**config.mk**
```make
export PLATFORM = sky130hd
export DESIGN_NAME = alu_share_ctrl
export DESIGN_NICKNAME = d
export VERILOG_FILES = /design/src/rtl/alu_share_pkg.sv /design/src/rtl/rr_arb2.sv /design/src/rtl/alu_share_ctrl.sv
export SDC_FILE = /design/constraint.sdc
export NUM_CORES = 1
export LEC_CHECK = 0
export ABC_CLOCK_PERIOD_IN_PS = 2720
export BUFFER_PORTS_ARGS = -buffer_cell sky130_fd_sc_hd__buf_2
export CAP_MARGIN = 20
export CORE_MARGIN = 4
export CORE_UTILIZATION = 40
export CTS_CLUSTER_DIAMETER = 30
export DETAILED_ROUTE_END_ITERATION = 8
export GPL_TIMING_DRIVEN = 0
export MAX_ROUTING_LAYER = met4
export PLACE_DENSITY = 0.72
export SKIP_CTS_REPAIR_TIMING = 1
export SLEW_MARGIN = 10
export SYNTH_ARGS = -nofsm -noshare
export SYNTH_HDL_FRONTEND = slang
export SYNTH_SLANG_ARGS = --single-unit
```
**constraint.sdc**
```tcl
create_clock -name clk -period 2.72 [get_ports clk]
set_input_delay 0.136 -clock clk [delete_from_list [all_inputs] [get_ports clk]]
set_output_delay 0.136 -clock clk [all_outputs]
set_load 0.02 [all_outputs]
```
**src/rtl/alu_share_pkg.sv**
```systemverilog
// Shared types for the two-requester ALU sharing controller: op codes and FSM states.
package alu_share_pkg;

    typedef enum logic [2:0] {
        OP_ADD = 3'b000,
        OP_SUB = 3'b001,
        OP_NOT = 3'b010,
        OP_AND = 3'b011,
        OP_OR  = 3'b100,
        OP_XOR = 3'b101,
        OP_LTU = 3'b110,
        OP_EQ  = 3'b111
    } alu_op_e;

    typedef enum logic [1:0] {
        IDLE = 2'd0,
        EXEC = 2'd1,
        RESP = 2'd2
    } st_e;

endpackage

```
**src/rtl/rr_arb2.sv**
```systemverilog
// Two-way round-robin arbiter: a sole request wins outright, a tie goes to the side named by ptr.
module rr_arb2 (
    input  logic [1:0] req,
    input  logic       ptr,
    output logic [1:0] gnt
);

    always_comb begin
        gnt = req;
        if (req == 2'b11) begin
            gnt = ptr ? 2'b10 : 2'b01;
        end
    end

endmodule

```
**src/rtl/alu_share_ctrl.sv**
```systemverilog
// One W-bit ALU shared by two requesters: arbitrate in IDLE, compute in EXEC, hold the result in RESP.
// Define ALU_LOCK_EN to let a requester keep the grant for its next request via req_lock.
module alu_share_ctrl
    import alu_share_pkg::*;
#(
    parameter int W = 4
) (
    input  logic           clk,
    input  logic           rst,
    input  logic [1:0]     req_valid,
    output logic [1:0]     req_ready,
    input  logic [2*W-1:0] req_a,
    input  logic [2*W-1:0] req_b,
    input  logic [5:0]     req_op,
    input  logic [1:0]     req_lock,
    output logic [1:0]     rsp_valid,
    input  logic [1:0]     rsp_ready,
    output logic [W-1:0]   rsp_out,
    output logic           rsp_cf,
    output logic           rsp_of,
    output logic           rsp_zf
);

    st_e           state_q, state_d;
    logic          ptr_q, ptr_d;
    logic          id_q, id_d;
    logic [W-1:0]  a_q, a_d, b_q, b_d;
    alu_op_e       op_q, op_d;
    logic [W-1:0]  out_q, out_d;
    logic          cf_q, cf_d, of_q, of_d, zf_q, zf_d;

    logic [1:0]    gnt;
    logic          gnt_id;
    logic          arb_ptr;

`ifdef ALU_LOCK_EN
    logic          lock_q, lock_d;

    // A locked previous grant turns the tie-break toward its owner for one arbitration.
    assign arb_ptr = lock_q ? id_q : ptr_q;
`else
    logic          lock_unused;

    assign lock_unused = |req_lock;
    assign arb_ptr     = ptr_q;
`endif

    rr_arb2 u_arb (
        .req (req_valid),
        .ptr (arb_ptr),
        .gnt (gnt)
    );

    assign gnt_id = gnt[1];

    logic          is_sub;
    logic [W-1:0]  b_x;
    logic [W:0]    sum;
    logic [W-1:0]  res;
    logic          res_cf, res_of;

    // Subtraction reuses the adder as a + ~b + 1, so cf is the raw carry (1 = no borrow).
    assign is_sub = (op_q == OP_SUB);
    assign b_x    = is_sub ? ~b_q : b_q;
    assign sum    = {1'b0, a_q} + {1'b0, b_x} + {{W{1'b0}}, is_sub};

    // NOTE: every always_comb output gets a default first so no path can infer a latch.
    always_comb begin
        res    = '0;
        res_cf = 1'b0;
        res_of = 1'b0;
        unique case (op_q)
            OP_ADD, OP_SUB: begin
                res    = sum[W-1:0];
                res_cf = sum[W];
                res_of = (a_q[W-1] == b_x[W-1]) && (sum[W-1] != a_q[W-1]);
            end
            OP_NOT: res = ~a_q;
            OP_AND: res = a_q & b_q;
            OP_OR:  res = a_q | b_q;
            OP_XOR: res = a_q ^ b_q;
            OP_LTU: res = {{(W-1){1'b0}}, (a_q < b_q)};
            OP_EQ:  res = {{(W-1){1'b0}}, (a_q == b_q)};
        endcase
    end

    always_comb begin
        state_d   = state_q;
        ptr_d     = ptr_q;
        id_d      = id_q;
        a_d       = a_q;
        b_d       = b_q;
        op_d      = op_q;
        out_d     = out_q;
        cf_d      = cf_q;
        of_d      = of_q;
        zf_d      = zf_q;
        req_ready = 2'b00;
        rsp_valid = 2'b00;
`ifdef ALU_LOCK_EN
        lock_d    = lock_q;
`endif
        unique case (state_q)
            IDLE: begin
                req_ready = rst ? 2'b00 : gnt;
                if (|gnt) begin
                    id_d    = gnt_id;
                    a_d     = gnt_id ? req_a[2*W-1:W] : req_a[W-1:0];
                    b_d     = gnt_id ? req_b[2*W-1:W] : req_b[W-1:0];
                    op_d    = alu_op_e'(gnt_id ? req_op[5:3] : req_op[2:0]);
                    state_d = EXEC;
`ifdef ALU_LOCK_EN
                    lock_d  = gnt_id ? req_lock[1] : req_lock[0];
                    if (!lock_d) begin
                        ptr_d = ~gnt_id;
                    end
`else
                    ptr_d   = ~gnt_id;
`endif
                end
            end
            EXEC: begin
                out_d   = res;
                cf_d    = res_cf;
                of_d    = res_of;
                zf_d    = (res == '0);
                state_d = RESP;
            end
            RESP: begin
                rsp_valid[id_q] = !rst;
                if (rsp_ready[id_q]) begin
                    state_d = IDLE;
                end
            end
            default: state_d = IDLE;
        endcase
    end

    // NOTE: sequential state uses non-blocking assignments so all registers update together.
    always_ff @(posedge clk) begin
        if (rst) begin
            state_q <= IDLE;
            ptr_q   <= 1'b0;
            id_q    <= 1'b0;
            out_q   <= '0;
            cf_q    <= 1'b0;
            of_q    <= 1'b0;
            zf_q    <= 1'b0;
`ifdef ALU_LOCK_EN
            lock_q  <= 1'b0;
`endif
        end else begin
            state_q <= state_d;
            ptr_q   <= ptr_d;
            id_q    <= id_d;
            out_q   <= out_d;
            cf_q    <= cf_d;
            of_q    <= of_d;
            zf_q    <= zf_d;
`ifdef ALU_LOCK_EN
            lock_q  <= lock_d;
`endif
        end
    end

    // NOTE: operand registers are deliberately not reset; they are only read after a grant loads them.
    always_ff @(posedge clk) begin
        a_q  <= a_d;
        b_q  <= b_d;
        op_q <= op_d;
    end

    assign rsp_out = out_q;
    assign rsp_cf  = cf_q;
    assign rsp_of  = of_q;
    assign rsp_zf  = zf_q;

endmodule

```
==> flow_summary.yaml, run 1 <==
power:
  vdd_drop_max_v: 0.000304
  leakage_nw: 0.861
  power_density_nw_per_um2: 539
routing:
  drt_iter0_markers: 36
  drt_pre_antenna_iters: 4
  drcViolationCount: 0
  routed_via_density: 4.96
  routed_wl_um: 3110
  ant_nets: 0
  vias: 1285
  route.detailed.wl_per_inst_um: 12.0
setup_path:
  crit_chain: "buf_6 -> or3b_1 -> buf_6 -> xnor2_2 -> inv_1 -> fa_2 -> and2b_1 -> a311oi_1 -> a21oi_1 -> nand3_1 -> o32ai_2"
  crit_path_frequent_cell: "buf_6"
  crit_path_start_kind: "flop"
  cp_slowest_cell: "fa_2"
  arrival_ns: 2.80
  cp_top_family: "simple AND/OR/NAND/NOR gates"
  critPathKind: "flop to flop"
  crit_buf_inv: 3
  end_kind: "flop"
  critPathMaxStageDelay_ns: 0.52
  critPathMaxFanout: 10
  critPathRequiredTime_ns: 2.90
global_route:
  grt.overflow.total: 0
  grt_pass1_wl_um: 5240
  antenna_found_initial: 0
  grt_pass1_vias: 1218
  grt.total_usage: 0.129
  grt_start_max_net_pins: 13
worst_hold_path:
  min_path_type: "primary input to flop"
yosys:
  syn_inst: 168
  synth_top_area_frac: 0.209
  synthArstFlopShare: 0
  synthFlopType: "edfxtp_1"
  synth_largest_area_cell: "edfxtp_1"
  syn_avg_cell_area_um2: 9.43
  ys_ff_latch: 22
  ys_seq_area_frac: 0.348
  syn_area_um2: 1580
  synth_cell_types: 42
  synth_edf_count: 11
  yosysWarningCount: 0
  ys_top_cells_by_area: "edfxtp_1 (21%), dfxtp_1 (14%), ha_1 (12%)"
  syn_nets: 214
place:
  placed_area_um2: 1830
  dp_hpwl_um: 2470
  gp_congestion: 0.857
  port_buffers: 37
  dp_slack_ns: -0.0412
clock_network:
  cts_buffers: 3
  htreeDepth: 1
  cts_tree: "built"
  clockBufferDepth: 2
  cts.sinks: 22
  cts-root-buf: "clkbuf_8"
  clkTransAtPathRegs_ns: 0.08
  clkLatencyLatePin_ns: 0.26
layout:
  multiInputGateArea_um2: 952
  ff_latch_area_um2: 551
  synthToLayoutAreaGrowth_pct: 21.7
  nNetsFinal: 258
  drive_gt1_frac: 0.322
  fillers: 363
  utilization: 0.515
  postLayoutCellArea_um2: 1930
  antenna_cells: 0
sta:
  finalSetupTns_ns: 0
  skew_ns: 0.00698
  slew_headroom: 0.438
  rsz0062_at_grt: "yes"
  tightest_slew_ns: 0.839
  drv_slew: 0
  max_freq_mhz: 383
  final-setup-viol-count: 0
  min_period_over_period: 0.961
  period_needed_ns: 2.61
  hold_ws_ns: 0.103
  finalHoldViolCount: 0
  fin_ws_ns: 0.107
floorplan:
  core_um2: 3740
  start_util: 0.423
  die_w_um: 70.9
  num_rows: 22
  die_height_um: 70.9
  die_area_um2: 5030
  num_io_pins: 41
flow_run:
  drv_cap: 0
outcome:
  status: "completed"
report_power, final:
| part | internal (mW) | total (mW) | switching [mW] |
|---|---|---|---|
| Sequential | 0.390 | 0.422 | 0.0314 |
| Combinational | 0.180 | 0.381 | 0.201 |
| Clock | 0.129 | 0.236 | 0.107 |
final cells by class:
type | instances | area share
plain buffers | 10 | 0.0299
clock buffers | 4 | 0.0286
inverters | 14 | 0.0273
multi-input cells | 122 | 0.494
flip-flops and latches | 22 | 0.286
well taps | 48 | 0.0311
repair buffers | 39 | 0.104
worst reg2reg max path, stage by stage, from the launching register on:
cell and delay, ns:
edfxtp_1 0.38, buf_6 0.15, or3b_1 0.38, buf_6 0.15, xnor2_2 0.15, inv_1 0.08, fa_2 0.52, and2b_1 0.11
a311oi_1 0.04, a21oi_1 0.23, nand3_1 0.14, o32ai_2 0.21
worst paths after layout:
kind / to / cells past startpoint / from / slack [ns]
max: rsp_zf$_SDFFE_PP0N_ / 11 / op_q[2]$_DFFE_PP_ / 0.11
min: arb_ptr$_SDFFE_PP0P_ / 2 / req_valid[1] / 0.10
max reg2reg: rsp_zf$_SDFFE_PP0N_ / 11 / op_q[2]$_DFFE_PP_ / 0.11
min reg2reg: rsp_cf$_SDFFE_PP0N_ / 2 / rsp_cf$_SDFFE_PP0N_ / 0.46
layout by cell type, fill, tap and decap left out, drive strengths merged, types with 3 or more instances in the layout:
cell type,count
clkbuf,8
o21ai,8
nor2b,4
inv,14
nand3,3
buf,45
a211oi,3
nor4,3
xnor2,5
nand2,10
nor2,14
ha,15
mux2,11
o21a,3
edfxtp,11
dfxtp,11
a21oi,9
nand2b,5
synthesized netlist by cell type, types with 2 or more instances:
master / instances
buf_2: 4
inv_1: 14
nand2b_1: 5
ha_1: 15
dfxtp_1: 11
xnor2_1: 5
nor4b_1: 2
and2b_1: 2
edfxtp_1: 11
nor3_1: 2
buf_6: 2
a211oi_1: 3
clkbuf_1: 4
nor2b_1: 4
o21a_1: 3
mux2_2: 11
nor4_1: 3
o21ai_0: 7
nor2_1: 14
a21oi_1: 9
mux2i_1: 2
or2_2: 2
nand3_1: 3
a311oi_1: 2
nand2_1: 10
o32ai_1: 2
through the flow:
step                      power [mW]  cells
final                           1.04    259
after global routing            1.10    259
after CTS                       1.02    257
after detailed placement       0.785    253
after global placement         0.778    253
after floorplan                0.693    168
state kept, by name, summed over array words and instances (netlist names):
register  cells
arb_ptr       1
rsp_cf        1
rsp_of        1
state_q       2
op_q          3
rsp_zf        1
id_q          1
b_q           4
a_q           4
rsp_out       4
cell families (layout without fill, tap and decap cells):
group | Yosys count | after routing | share of synthesized area
simple gates | 54 | 54 | 0.183
compound gates | 34 | 34 | 0.150
buf+inv | 24 | 67 | 0.0695
flops | 22 | 22 | 0.348
fa+ha+maj | 16 | 16 | 0.131
mux | 13 | 13 | 0.0908
xor+xnor | 5 | 5 | 0.0276
per-layer routing:
metal | GRT usage | wire [um]
met4 | 0.0376 | 49
met1 | 0.168 | 1480
met2 | 0.210 | 1470
met5 | - | 0
met3 | 0.0170 | 111
Power figures use the tool's default switching activity.
==> run 2: changes to the inputs <==
--- a/config.mk
+++ b/config.mk
@@ -8,13 +8,14 @@
 export ABC_CLOCK_PERIOD_IN_PS = 2720
 export BUFFER_PORTS_ARGS = -buffer_cell sky130_fd_sc_hd__buf_2
 export CAP_MARGIN = 20
-export CORE_MARGIN = 4
-export CORE_UTILIZATION = 40
+export CELL_PAD_IN_SITES_DETAIL_PLACEMENT = 1
+export CELL_PAD_IN_SITES_GLOBAL_PLACEMENT = 2
+export CORE_UTILIZATION = 31
 export CTS_CLUSTER_DIAMETER = 30
 export DETAILED_ROUTE_END_ITERATION = 8
 export GPL_TIMING_DRIVEN = 0
 export MAX_ROUTING_LAYER = met4
-export PLACE_DENSITY = 0.72
+export PLACE_DENSITY = 0.87
 export SKIP_CTS_REPAIR_TIMING = 1
 export SLEW_MARGIN = 10
 export SYNTH_ARGS = -nofsm -noshare
==> run 2 against run 1 <==
Net effect: combinational power rose by 7.6%; clock skew is 0.00068 ns higher; worst hold slack gained 0.0017 ns; cell count grew 8.1%; clock power increased by 3%; setup slack improved by 0.020 ns; wire length up 19%; count of clock-buffer cells in the layout unchanged; critical endpoint unchanged.
==> flow_summary.yaml, run 2 (synthesized netlist as in run 1, its figures left out) <==
outcome:
  status: "completed"
setup_path:
  critPathMaxFanout: 10
  critPathKind: "flop to flop"
  reg2reg_slack_ns: 0.13
  critPathRequiredTime_ns: 2.91
  crit_chain: "buf_6 -> or3b_1 -> buf_6 -> xnor2_4 -> inv_2 -> fa_2 -> xnor2_2 -> a221oi_2 -> nand3_1 -> o32ai_2"
  crit_path_frequent_cell: "buf_6"
  reg2reg_depth: 10
  crit_buf_inv: 3
  arrival_ns: 2.78
  end_kind: "flop"
  cp_top_family: "compound AO/OA/AOI/OAI gates"
  cp_slowest_cell: "fa_2"
  r2r_start: "op_q[2]$_DFFE_PP_"
  startpoint: "op_q[2]$_DFFE_PP_"
  crit_path_start_kind: "flop"
  r2r_end: "rsp_zf$_SDFFE_PP0N_"
  critPathMaxStageDelay_ns: 0.42
clock_network:
  clkLatencyLatePin_ns: 0.27
  cts-root-buf: "clkbuf_8"
  clockBufferDepth: 2
  cts_buffers: 3
  cts_tree: "built"
  htreeDepth: 1
  cts.sinks: 22
  clkTransAtPathRegs_ns: 0.09
place:
  placed_area_um2: 1860
  gp_congestion: 0.817
  dp_hpwl_um: 2910
  port_buffers: 37
power:
  p_sw_uw: 364
  vdd_drop_max_v: 0.000241
  seq_power_share: 0.394
  intPower_uw: 712
  power_density_nw_per_um2: 541
  power_frac_clock: 0.225
  leakage_nw: 0.876
  comb_power_share: 0.381
  swShare: 0.338
sta:
  finalSetupTns_ns: 0
  final-setup-viol-count: 0
  period_needed_ns: 2.59
  drv_slew: 0
  rsz0062_at_grt: "no"
  max_freq_mhz: 386
  tightest_slew_ns: 0.871
  skew_ns: 0.00766
  finalHoldViolCount: 0
  slew_headroom: 0.416
  min_period_over_period: 0.954
routing:
  routed_wl_um: 3700
  vias: 1353
  route.detailed.wl_per_inst_um: 13.2
  routed_via_density: 4.83
  drt_iter0_markers: 49
  ant_nets: 0
  drcViolationCount: 0
  drt_pre_antenna_iters: 4
global_route:
  grt.overflow.total: 0
  grt_start_max_net_pins: 13
  antenna_found_initial: 0
  grt.total_usage: 0.153
  grt_pass1_vias: 1384
  grt_pass1_wl_um: 6160
layout:
  multiInputGateArea_um2: 975
  ff_latch_area_um2: 551
  utilization: 0.413
  postLayoutCellArea_um2: 1990
  fillers: 589
  drive_gt1_frac: 0.343
  final_common_cell: "buf_2"
  layout_common_cells: "buf_2 (41), ha_1 (15), nor2_1 (14), inv_1 (13)"
  antenna_cells: 0
  synthToLayoutAreaGrowth_pct: 25.6
  nNetsFinal: 260
floorplan:
  die_area_um2: 5400
  num_rows: 25
  die_height_um: 73.5
  die_w_um: 73.5
  num_io_pins: 41
  start_util: 0.329
  core_um2: 4820
worst_hold_path:
  hp-start: "req_valid[1]"
  min_path_type: "primary input to flop"
  min_to: "arb_ptr$_SDFFE_PP0P_"
  min_path_cells: 2
flow_run:
  drv_cap: 0
-- run 2: layer usage --
layer	global-route usage	vias to the layer above	routed length (um)
met5	-	-	0
met4	0.0449	0	48
met3	0.0233	5	139
met2	0.277	29	1850
met1	0.174	637	1660
li1	-	682	-
-- run 2: worst max path at each step --
| stage | to | cells after the start | slack [ns] |
|---|---|---|---|
| after global placement | rsp_zf$_SDFFE_PP0N_ | 10 | -0.03 |
| after floorplan | rsp_zf$_SDFFE_PP0N_ | 10 | 0.21 |
| after detailed placement | rsp_zf$_SDFFE_PP0N_ | 10 | -0.13 |
| after global routing | rsp_zf$_SDFFE_PP0N_ | 10 | 0.006 |
| after CTS | rsp_zf$_SDFFE_PP0N_ | 10 | -0.16 |
| final | rsp_zf$_SDFFE_PP0N_ | 10 | 0.13 |
-- run 2: layout make-up --
class	count	area share
multi-input cells	122	0.490
flip-flops and latches	22	0.277
inverters	14	0.0264
clock buffers	4	0.0277
repair buffers	41	0.108
plain buffers	10	0.0289
well taps	67	0.0421
-- run 2: power by group through the flow --
stage                     Combinational [mW]  Clock, mW  Sequential [mW]
after detailed placement               0.371          0            0.431
after global routing                   0.458      0.256            0.431
final                                  0.410      0.242            0.424
after CTS                              0.376      0.250            0.423
after floorplan                        0.261          0            0.432
after global placement                 0.360          0            0.429
-- run 2: worst reg2reg max path, delay by kind of cell, from the launching register on --
family,cells,cell delay [ns]
xor+xnor,2,0.29
compound gates,2,0.53
buf+inv,3,0.36
simple gates,2,0.52
fa+ha+maj,1,0.42
flops,1,0.40
-- run 2: stage by stage --
step           setup WS, ns  cells  hold WS, ns  total power, mW
4_1_cts              -0.163    276        0.103             1.05
6_report              0.126    280        0.104             1.08
5_1_grt             0.00617    280        0.121             1.14
3_5_place_dp         -0.125    272        0.390            0.802
3_3_place_gp        -0.0343    272        0.395            0.789
2_1_floorplan         0.209    168        0.252            0.693
==> run 3: changes to the inputs <==
--- a/config.mk
+++ b/config.mk
@@ -16,6 +16,7 @@
 export GPL_TIMING_DRIVEN = 0
 export MAX_ROUTING_LAYER = met4
 export PLACE_DENSITY = 0.87
+export RECOVER_POWER = 50
 export SKIP_CTS_REPAIR_TIMING = 1
 export SLEW_MARGIN = 10
 export SYNTH_ARGS = -nofsm -noshare
==> run 3 against run 2 <==
Net effect: the run now ends with max-capacitance violations, max-slew violations left; utilization fell by 0.36 points; first-iteration DRC count grew 8.2%; clock skew hardly changed; largest power group unchanged; highest routed layer unchanged; sequential power about the same; cell count unchanged; combinational power is 1% lower.
==> flow_summary.yaml, run 3 (synthesized netlist as in run 1, its figures left out) <==
setup_path:
  crit_path_start_kind: "flop"
  critPathRequiredTime_ns: 2.91
  cp_slowest_cell: "fa_2"
  critPathMaxStageDelay_ns: 0.42
  crit_path_frequent_cell: "buf_6"
  critPathKind: "flop to flop"
  crit_chain: "buf_6 -> or3b_1 -> buf_6 -> xnor2_4 -> inv_2 -> fa_2 -> xnor2_2 -> a221oi_2 -> nand3_1 -> o32ai_2"
  end_kind: "flop"
  critPathMaxFanout: 10
  arrival_ns: 2.78
routing:
  drt_iter0_markers: 53
  routed_wl_um: 3720
  ant_nets: 0
  drt_pre_antenna_iters: 4
  route.detailed.wl_per_inst_um: 13.3
  routed_via_density: 4.79
  drcViolationCount: 0
  vias: 1342
layout:
  antenna_cells: 0
  utilization: 0.409
  drive_gt1_frac: 0.291
  synthToLayoutAreaGrowth_pct: 24.5
  nNetsFinal: 260
  final_common_cell: "buf_2"
  final_cells: 280
  postLayoutCellArea_um2: 1970
  layout_common_cells: "buf_2 (31), ha_1 (15), clkbuf_1 (14), nor2_1 (14), inv_1 (13)"
  fillers: 594
flow_run:
  drv_cap: 1
power:
  vdd_drop_max_v: 0.000241
  power_frac_clock: 0.225
  intPower_uw: 709
  p_sw_uw: 363
  power_density_nw_per_um2: 544
  comb_power_share: 0.379
  leakage_nw: 0.833
  seq_power_share: 0.396
  total_power_mw: 1.07
  swShare: 0.339
place:
  dp.cells: 272
  dp_slack_ns: -0.125
  gp_congestion: 0.817
  placed_area_um2: 1860
  dp_hpwl_um: 2910
  port_buffers: 37
sta:
  period_needed_ns: 2.59
  slew_headroom: -0.0113
  fin_ws_ns: 0.128
  drv_slew: 13
  min_period_over_period: 0.953
  final-setup-viol-count: 0
  rsz0062_at_grt: "no"
  max_freq_mhz: 386
  skew_ns: 0.00757
  finalHoldViolCount: 0
  tightest_slew_ns: 1.51
clock_network:
  clkLatencyLatePin_ns: 0.27
  cts_tree: "built"
  clockBufferDepth: 2
  cts_buffers: 3
  cts-root-buf: "clkbuf_8"
  htreeDepth: 1
  clkTransAtPathRegs_ns: 0.09
  cts.sinks: 22
global_route:
  antenna_found_initial: 0
  grt_start_max_net_pins: 13
  grt_pass1_wl_um: 6160
  grt_pass1_vias: 1384
  grt.total_usage: 0.153
  grt.overflow.total: 0
outcome:
  violations: "max-capacitance violations, max-slew violations"
  status: "finished, violations left"
floorplan:
  die_w_um: 73.5
  die_area_um2: 5400
  core_um2: 4820
  num_io_pins: 41
  start_util: 0.329
  die_height_um: 73.5
  num_rows: 25
worst_hold_path:
  min_path_type: "primary input to flop"
-- run 3: changes by cell type in the layout (fill, tap and decap cells not counted) --
cell	change
nor3_2	-1
nor3_1	+1
buf_2	-10
clkbuf_1	+10
-- run 3: area by class of cell --
cell class,instances,area (um2),share of cell area
repair buffers,41,203,0.103
inverters,14,52.6,0.0266
plain buffers,10,57.6,0.0292
multi-input cells,122,970,0.492
clock buffers,4,55.1,0.0279
flip-flops and latches,22,551,0.279
well taps,67,83.8,0.0425
-- run 3: power groups by stage --
stage,Sequential [mW],Clock (mW),Combinational [mW]
3_5_place_dp,0.431,0,0.371
2_1_floorplan,0.432,0,0.261
6_report,0.425,0.241,0.406
3_3_place_gp,0.429,0,0.360
4_1_cts,0.423,0.250,0.376
5_1_grt,0.431,0.256,0.454
-- run 3: final timing paths --
path                             from  cells past startpoint                    to  slack (ns)
hold reg to reg   rsp_cf$_SDFFE_PP0N_                      2   rsp_cf$_SDFFE_PP0N_        0.46
setup / recovery    op_q[2]$_DFFE_PP_                     10   rsp_zf$_SDFFE_PP0N_        0.13
setup reg to reg    op_q[2]$_DFFE_PP_                     10   rsp_zf$_SDFFE_PP0N_        0.13
hold / removal           req_valid[1]                      2  arb_ptr$_SDFFE_PP0P_        0.11
-- run 3: routing by layer --
layer / vias up / routed length [um] / GRT usage / share of wire
met5: - / 0 / - / 0
met4: 0 / 39 / 0.0449 / 0.010
met3: 4 / 141 / 0.0233 / 0.038
met2: 29 / 1890 / 0.277 / 0.51
met1: 624 / 1660 / 0.174 / 0.44
li1: 685 / - / - / -
-- run 3: worst max-delay path, delay by kind of cell (launching register included) --
family                   cells  cell delay, ns
AO/OA/AOI/OAI                2            0.53
XOR/XNOR                     2            0.29
buffers and inverters        3            0.36
flip-flops                   1            0.40
adder cells (fa/ha/maj)      1            0.42
AND/OR/NAND/NOR              2            0.52
-- run 3: metrics by stage --
stage	hold slack, ns	setup TNS, ns
CTS	0.103	-0.163
finish	0.105	0
floorplan	0.252	0
global placement	0.395	-0.0343
global route	0.121	0
detailed placement	0.390	-0.125
